$ cat config.mk
export PLATFORM = sky130hd
export DESIGN_NAME = seq_alu
export DESIGN_NICKNAME = d
export VERILOG_FILES = /design/src/rtl/seq_alu.sv
export SDC_FILE = /design/constraint.sdc
export NUM_CORES = 1
export LEC_CHECK = 0
export BUFFER_PORTS_ARGS = -buffer_cell sky130_fd_sc_hd__buf_2
export CORE_MARGIN = 10
export CORE_UTILIZATION = 30
export DETAILED_ROUTE_END_ITERATION = 10
export GPL_ROUTABILITY_DRIVEN = 0
export SETUP_SLACK_MARGIN = 0.15
export SYNTH_ARGS = -nofsm -noshare
export SYNTH_HDL_FRONTEND = slang
export SYNTH_SLANG_ARGS = --single-unit
$ cat constraint.sdc
create_clock -name clk -period 8 [get_ports clk]
set_input_delay 0.8 -clock clk [delete_from_list [all_inputs] [get_ports clk]]
set_output_delay 0.8 -clock clk [all_outputs]
set_load 0.02 [all_outputs]
$ cat src/rtl/seq_alu.sv
// Registered integer ALU with a start/done handshake. Most ops finish in one
// cycle; IMUL/IDIV/IREM run iterative shift-add / restoring-divide units.
module seq_alu #(
    parameter int WIDTH = 32,
    parameter int SHW   = $clog2(WIDTH)
) (
    input  logic             clk,
    input  logic             rst,
    input  logic             start,
    input  logic [3:0]       op_select,
    input  logic [WIDTH-1:0] operand_a,
    input  logic [WIDTH-1:0] operand_b,
    output logic             busy,
    output logic             done,
    output logic [WIDTH-1:0] result_lo,
    output logic [WIDTH-1:0] result_hi,
    output logic             div_by_zero,
    output logic             illegal_op
);

    localparam logic [3:0] OP_IINC  = 4'd0;
    localparam logic [3:0] OP_IADD  = 4'd1;
    localparam logic [3:0] OP_ISUB  = 4'd2;
    localparam logic [3:0] OP_IMUL  = 4'd3;
    localparam logic [3:0] OP_IDIV  = 4'd4;
    localparam logic [3:0] OP_IREM  = 4'd5;
    localparam logic [3:0] OP_IAND  = 4'd6;
    localparam logic [3:0] OP_IOR   = 4'd7;
    localparam logic [3:0] OP_IXOR  = 4'd8;
    localparam logic [3:0] OP_INEG  = 4'd9;
    localparam logic [3:0] OP_ISHL  = 4'd10;
    localparam logic [3:0] OP_ISHR  = 4'd11;
    localparam logic [3:0] OP_IUSHR = 4'd12;
    localparam int         CW       = $clog2(WIDTH);

    typedef enum logic [1:0] {IDLE, ITER, FIXUP} state_t;

    state_t             state_q, state_d;
    logic [3:0]         op_q, op_d;
    logic               sign_a_q, sign_a_d, sign_b_q, sign_b_d;
    logic               b_zero_q, b_zero_d;
    logic [WIDTH-1:0]   opnd_q, opnd_d;
    logic [WIDTH:0]     acc_q, acc_d;
    logic [WIDTH-1:0]   lo_q, lo_d;
    logic [CW-1:0]      count_q, count_d;
    logic [WIDTH-1:0]   res_lo_q, res_lo_d, res_hi_q, res_hi_d;
    logic               dbz_q, dbz_d, ill_q, ill_d, done_q, done_d;

    logic [SHW-1:0]     sh_amt;
    logic [WIDTH-1:0]   mag_a, mag_b, single_res, mul_addend, quo_neg, rem_neg;
    logic               is_multi, is_illegal;
    logic [WIDTH:0]     mul_sum, div_shift, div_diff;
    logic [2*WIDTH-1:0] prod, prod_neg;

    assign sh_amt   = operand_b[SHW-1:0];
    assign mag_a    = operand_a[WIDTH-1] ? ('0 - operand_a) : operand_a;
    assign mag_b    = operand_b[WIDTH-1] ? ('0 - operand_b) : operand_b;
    assign is_multi = (op_select == OP_IMUL) || (op_select == OP_IDIV) || (op_select == OP_IREM);

    always_comb begin
        single_res = '0;
        is_illegal = 1'b0;
        case (op_select)
            OP_IINC:  single_res = operand_a + WIDTH'(1);
            OP_IADD:  single_res = operand_a + operand_b;
            OP_ISUB:  single_res = operand_a - operand_b;
            OP_IAND:  single_res = operand_a & operand_b;
            OP_IOR:   single_res = operand_a | operand_b;
            OP_IXOR:  single_res = operand_a ^ operand_b;
            OP_INEG:  single_res = '0 - operand_a;
            OP_ISHL:  single_res = operand_a << sh_amt;
            OP_ISHR:  single_res = $signed(operand_a) >>> sh_amt;
            OP_IUSHR: single_res = operand_a >> sh_amt;
            OP_IMUL, OP_IDIV, OP_IREM: single_res = '0;
            default:  is_illegal = 1'b1;
        endcase
    end

    // One iteration step: opnd_q holds |a| for multiply and |b| for divide.
    assign mul_addend = lo_q[0] ? opnd_q : '0;
    assign mul_sum    = acc_q + {1'b0, mul_addend};
    assign div_shift  = {acc_q[WIDTH-1:0], lo_q[WIDTH-1]};
    assign div_diff   = div_shift - {1'b0, opnd_q};
    assign prod       = {acc_q[WIDTH-1:0], lo_q};
    assign prod_neg   = '0 - prod;
    assign quo_neg    = '0 - lo_q;
    assign rem_neg    = '0 - acc_q[WIDTH-1:0];

    always_comb begin
        state_d  = state_q;
        op_d     = op_q;
        sign_a_d = sign_a_q;
        sign_b_d = sign_b_q;
        b_zero_d = b_zero_q;
        opnd_d   = opnd_q;
        acc_d    = acc_q;
        lo_d     = lo_q;
        count_d  = count_q;
        res_lo_d = res_lo_q;
        res_hi_d = res_hi_q;
        dbz_d    = dbz_q;
        ill_d    = ill_q;
        done_d   = 1'b0;
        case (state_q)
            IDLE: begin
                if (start && is_multi) begin
                    state_d  = ITER;
                    op_d     = op_select;
                    sign_a_d = operand_a[WIDTH-1];
                    sign_b_d = operand_b[WIDTH-1];
                    b_zero_d = (operand_b == '0);
                    opnd_d   = (op_select == OP_IMUL) ? mag_a : mag_b;
                    lo_d     = (op_select == OP_IMUL) ? mag_b : mag_a;
                    acc_d    = '0;
                    count_d  = CW'(WIDTH - 1);
                end else if (start) begin
                    res_lo_d = single_res;
                    res_hi_d = '0;
                    dbz_d    = 1'b0;
                    ill_d    = is_illegal;
                    done_d   = 1'b1;
                end
            end
            ITER: begin
                if (op_q == OP_IMUL) begin
                    acc_d = mul_sum >> 1;
                    lo_d  = {mul_sum[0], lo_q[WIDTH-1:1]};
                end else if (!div_diff[WIDTH]) begin
                    acc_d = div_diff;
                    lo_d  = {lo_q[WIDTH-2:0], 1'b1};
                end else begin
                    acc_d = div_shift;
                    lo_d  = {lo_q[WIDTH-2:0], 1'b0};
                end
                if (count_q == '0) begin
                    state_d = FIXUP;
                end else begin
                    count_d = count_q - CW'(1);
                end
            end
            FIXUP: begin
                state_d  = IDLE;
                done_d   = 1'b1;
                ill_d    = 1'b0;
                res_hi_d = '0;
                dbz_d    = b_zero_q && (op_q != OP_IMUL);
                if (op_q == OP_IMUL) begin
                    {res_hi_d, res_lo_d} = (sign_a_q ^ sign_b_q) ? prod_neg : prod;
                end else if (b_zero_q) begin
                    res_lo_d = '0;
                end else if (op_q == OP_IDIV) begin
                    res_lo_d = (sign_a_q ^ sign_b_q) ? quo_neg : lo_q;
                end else begin
                    res_lo_d = sign_a_q ? rem_neg : acc_q[WIDTH-1:0];
                end
            end
            default: state_d = IDLE;
        endcase
    end

    always_ff @(posedge clk) begin
        if (rst) begin
            state_q  <= IDLE;
            op_q     <= '0;
            sign_a_q <= 1'b0;
            sign_b_q <= 1'b0;
            b_zero_q <= 1'b0;
            opnd_q   <= '0;
            acc_q    <= '0;
            lo_q     <= '0;
            count_q  <= '0;
            res_lo_q <= '0;
            res_hi_q <= '0;
            dbz_q    <= 1'b0;
            ill_q    <= 1'b0;
            done_q   <= 1'b0;
        end else begin
            state_q  <= state_d;
            op_q     <= op_d;
            sign_a_q <= sign_a_d;
            sign_b_q <= sign_b_d;
            b_zero_q <= b_zero_d;
            opnd_q   <= opnd_d;
            acc_q    <= acc_d;
            lo_q     <= lo_d;
            count_q  <= count_d;
            res_lo_q <= res_lo_d;
            res_hi_q <= res_hi_d;
            dbz_q    <= dbz_d;
            ill_q    <= ill_d;
            done_q   <= done_d;
        end
    end

    assign busy        = (state_q != IDLE);
    assign done        = done_q;
    assign result_lo   = res_lo_q;
    assign result_hi   = res_hi_q;
    assign div_by_zero = dbz_q;
    assign illegal_op  = ill_q;

endmodule

==> run_results.csv <==
group,metric,value,unit
clock_tree,clockBufferDepth,2,
drt,antenna_violating_nets_post_route,0,
worst_setup_path,critical_path.max_stage_delay,0.74,ns
cells_and_area,post_route_cells_drive_above_1_share,0.105,
cells_and_area,fin_area,25200,sq um
sta,hold_ws,0.452,ns
drt,vias,24900,
sta,totalNegativeSetupSlack,0,ns
drt,met2RoutedLength,43300,microns
clock_tree,post_cts_resize_count,0,
logic_synthesis,synth.net_count,3465,
clock_tree,clock-root-buffer,"clkbuf_16",
sta,finClkSkew,0.0123,ns
logic_synthesis,synth-seq-area-share,0.154,
floorplan,initial_core_util,0.304,
placed_design,final_hpwl_from_detailed_placement,77200,microns
pwr,vdd.ir_drop.worst,0.149,mV
worst_setup_path,critical_path.cell_chain,"buf_2 > inv_1 > ha_1 > nor3b_1 > nand4_1 > or3_1 > o21ai_0 > a21oi_1 > ha_1 > a21o_1 > nand2_1 > nand2b_1 > a2111oi_0 > o31a_1 > o21ai_1 > a41o_1 > or3_1 > a31oi_1 > nor3_1",
worst_setup_path,crit_path_start_kind,"primary input",
floorplan,total_core_area,76200,sq um
floorplan,dieWidth,298,microns
drt,dr.max_layer_used,"met5",
logic_synthesis,synth_cell_type_count,89,
sta,final_clock_period_utilization_by_the_worst_path,0.708,
outcome,status,"complete, no violations",
worst_hold_path,timing.hold.worst.class,"reg2reg",
sta,final-hold-violation-count,0,
worst_setup_path,cp_data_arrival_time,6.00,ns
pwr,clockPowerShare,0.264,
sta,maxSlewViolCount,0,
logic_synthesis,synth.ff_latch_count,178,
sta,tightest_slew,1.17,ns
sta,max_slew_margin,0.214,
cells_and_area,most-common-layout-cells,"361 x nor2_1, 351 x nand2_1, 236 x a21oi_1",
floorplan,die-area,88800,sq um
clock_tree,cts_buffers,17,
drt,detail_route.vias_per_cell,5.94,
logic_synthesis,yosysWarnings,0,
drt,drc,0,
pwr,combinationalPowerShare,0.454,
sta,timing.final.setup_violations,0,
pwr,power.density_cell_area,139,nW/um^2
clock_tree,worst_skew_pair.late_latency,0.47,ns
drt,wl_per_cell,23.6,microns
pwr,cellLeakagePower,9.95,nW
logic_synthesis,post_synth_main_area_contributors,"dfxtp_1 15%, ha_1 9.1%, xnor2_1 6.9%",
logic_synthesis,netlist_instances,3222,
drt,first_iter_violations,3448,
clock_tree,cts.hold.buffers_added,0,
floorplan,design.portCount,139,
pwr,power.share.switching,0.440,
cells_and_area,most_common_cell_after_layout_fill_and_taps_aside,"nor2_1",
sta,rsz0062_at_grt,"false",
floorplan,die_h,298,microns
logic_synthesis,post_synth.cell_area_avg,7.19,sq um
sta,finalWorstPathRequiredPeriod,5.67,ns
drt,met3_length,9230,microns
global_route,maximum_number_of_pins_on_one_net_before_global_route_repair,71,
cells_and_area,area_growth_from_synthesis_to_layout,8.53,%
sta,highest_clock_rate,0.176,GHz
clock_tree,h_tree_depth,4,
placed_design,placement.cell_area,24500,sq um
job,drv.max_cap_violation_count,0,
logic_synthesis,ys_async_sr_fraction,0,
drt,drt_wl_total,98900,microns
clock_tree,cts.sinks,178,
worst_setup_path,cp_slowest_cell,"a2111oi_0",
clock_tree,post-cts-setup-buffer-count,0,
logic_synthesis,synth_edf_count,0,
logic_synthesis,synth.cell_area,23200,sq um
drt,dr.pass1.iters,6,
pwr,power.sequential.fraction,0.282,
global_route,initial_antenna_violation_count,6,
global_route,overall_routing_resource_usage,0.211,
clock_tree,cts_tree,"yes",
clock_tree,clk_pin_slew_worst_paths,0.08,ns
worst_setup_path,worst_ep_required_time,8.33,ns
pwr,power.switching,0.00154,W
floorplan,fp-row-count,101,
global_route,grt_pass1_vias,22400,
drt,met1_length,41000,microns
cells_and_area,finalNetCount,3388,
worst_setup_path,cp-end-kind,"flop",
global_route,grt_first_pass_wirelength,146000,microns
pwr,p_int,0.00196,W
global_route,overflow,0,
logic_synthesis,synth_area_leader_cell,"dfxtp_1",
logic_synthesis,post-synth-top-area-fraction,0.154,
pwr,p_total,0.00350,W
worst_setup_path,worst-setup-path-type,"in2reg",
worst_setup_path,critical_path_peak_fanout,13,
placed_design,placement.io_buffers,138,
logic_synthesis,synth_ff_type,"dfxtp_1",
## synth_stat cells (15+ instances only)
library cell and n:
ha_1 169, a22o_1 20, nand2b_1 41, clkbuf_1 224
nand4_1 17, o22ai_1 29, a21o_1 61, nor2_1 363
o21a_1 15, o21ai_0 200, a311oi_1 34, and3_1 24
a21oi_1 236, a22oi_1 49, xnor2_1 182, a211oi_1 95
or4_1 16, dfxtp_1 178, buf_1 31, o31ai_1 42
nor2b_1 17, buf_2 15, inv_1 135, nor3_1 86
or3_1 28, o221ai_1 30, a221oi_1 32, o211ai_1 58
nand3_1 63, a31oi_1 29, mux2i_1 55, nand2_1 352
mux4_2 61, xor2_1 76
## registers in the layout, summed over array words and instances (netlist names)
signal	count
state_q	2
result_lo	32
op_q	4
illegal_op	1
div_by_zero	1
result_hi	32
opnd_q	32
lo_q	32
b_zero_q	1
count_q	5
acc_q	33
sign_a_q	1
sign_b_q	1
done	1
## final timing paths
path	startpoint	endpoint	slack, ns	depth (start not counted)
max reg2reg	opnd_q[0]	acc_q[29]	2.63	20
min reg2reg	opnd_q[13]	opnd_q[13]	0.45	2
min	opnd_q[13]	opnd_q[13]	0.45	2
max	operand_b[0]	result_lo[29]	2.33	19
## cells by family (layout without fill, tap and decap cells)
logic type / count (synthesis) / count (layout) / share of synthesized area
simple gates: 1069 / 1069 / 0.212
compound gates: 1014 / 1014 / 0.290
buf+inv: 412 / 348 / 0.0688
xor+xnor: 259 / 259 / 0.0982
flops: 178 / 178 / 0.154
fa+ha+maj: 172 / 172 / 0.0938
mux: 118 / 118 / 0.0840
other cells: 0 / 4 / 0
## power by group through the flow
stage | combinational, W | sequential [W] | clock [W]
after floorplan | 0.00110 | 0.000992 | 0
after global placement | 0.00154 | 0.00100 | 0
after detailed placement | 0.00154 | 0.00101 | 0
after CTS | 0.00155 | 0.000985 | 0.000929
after global routing | 0.00170 | 0.000991 | 0.000963
final | 0.00159 | 0.000986 | 0.000922
## cell type report
class / count / area [sq um]
antenna: 4 / 10.0
clock buffer: 17 / 425
clock inverter: 15 / 204
fill: 8258 / 51000
inverter: 137 / 514
multi-input combinational: 2632 / 18100
sequential: 178 / 3560
tap: 1030 / 1290
timing repair buffer: 179 / 1000
## routing by layer
metal  global-route usage  vias to the layer above
met5                    0                        -
met4                0.101                        4
met3               0.0294                      216
met2                0.326                     1425
met1                0.285                    11700
li1                     -                    11600
## critical path: cells and delay by family
| kind | cells | cell delay (ns) |
|---|---|---|
| fa+ha+maj | 2 | 0.71 |
| buf+inv | 2 | 0.51 |
| simple gates | 7 | 1.83 |
| compound gates | 8 | 2.14 |
## per-stage QoR
stage | std cells | worst slack (ns) | utilization
final | 4192 | 2.33 | 0.330
after global routing | 4189 | 2.26 | 0.330
after CTS | 4188 | 2.52 | 0.330
after detailed placement | 4156 | 2.02 | 0.322
after global placement | 4156 | 2.09 | 0.322
after floorplan | 3222 | 2.61 | -
Note: power is estimated with default switching activity, not from simulation.
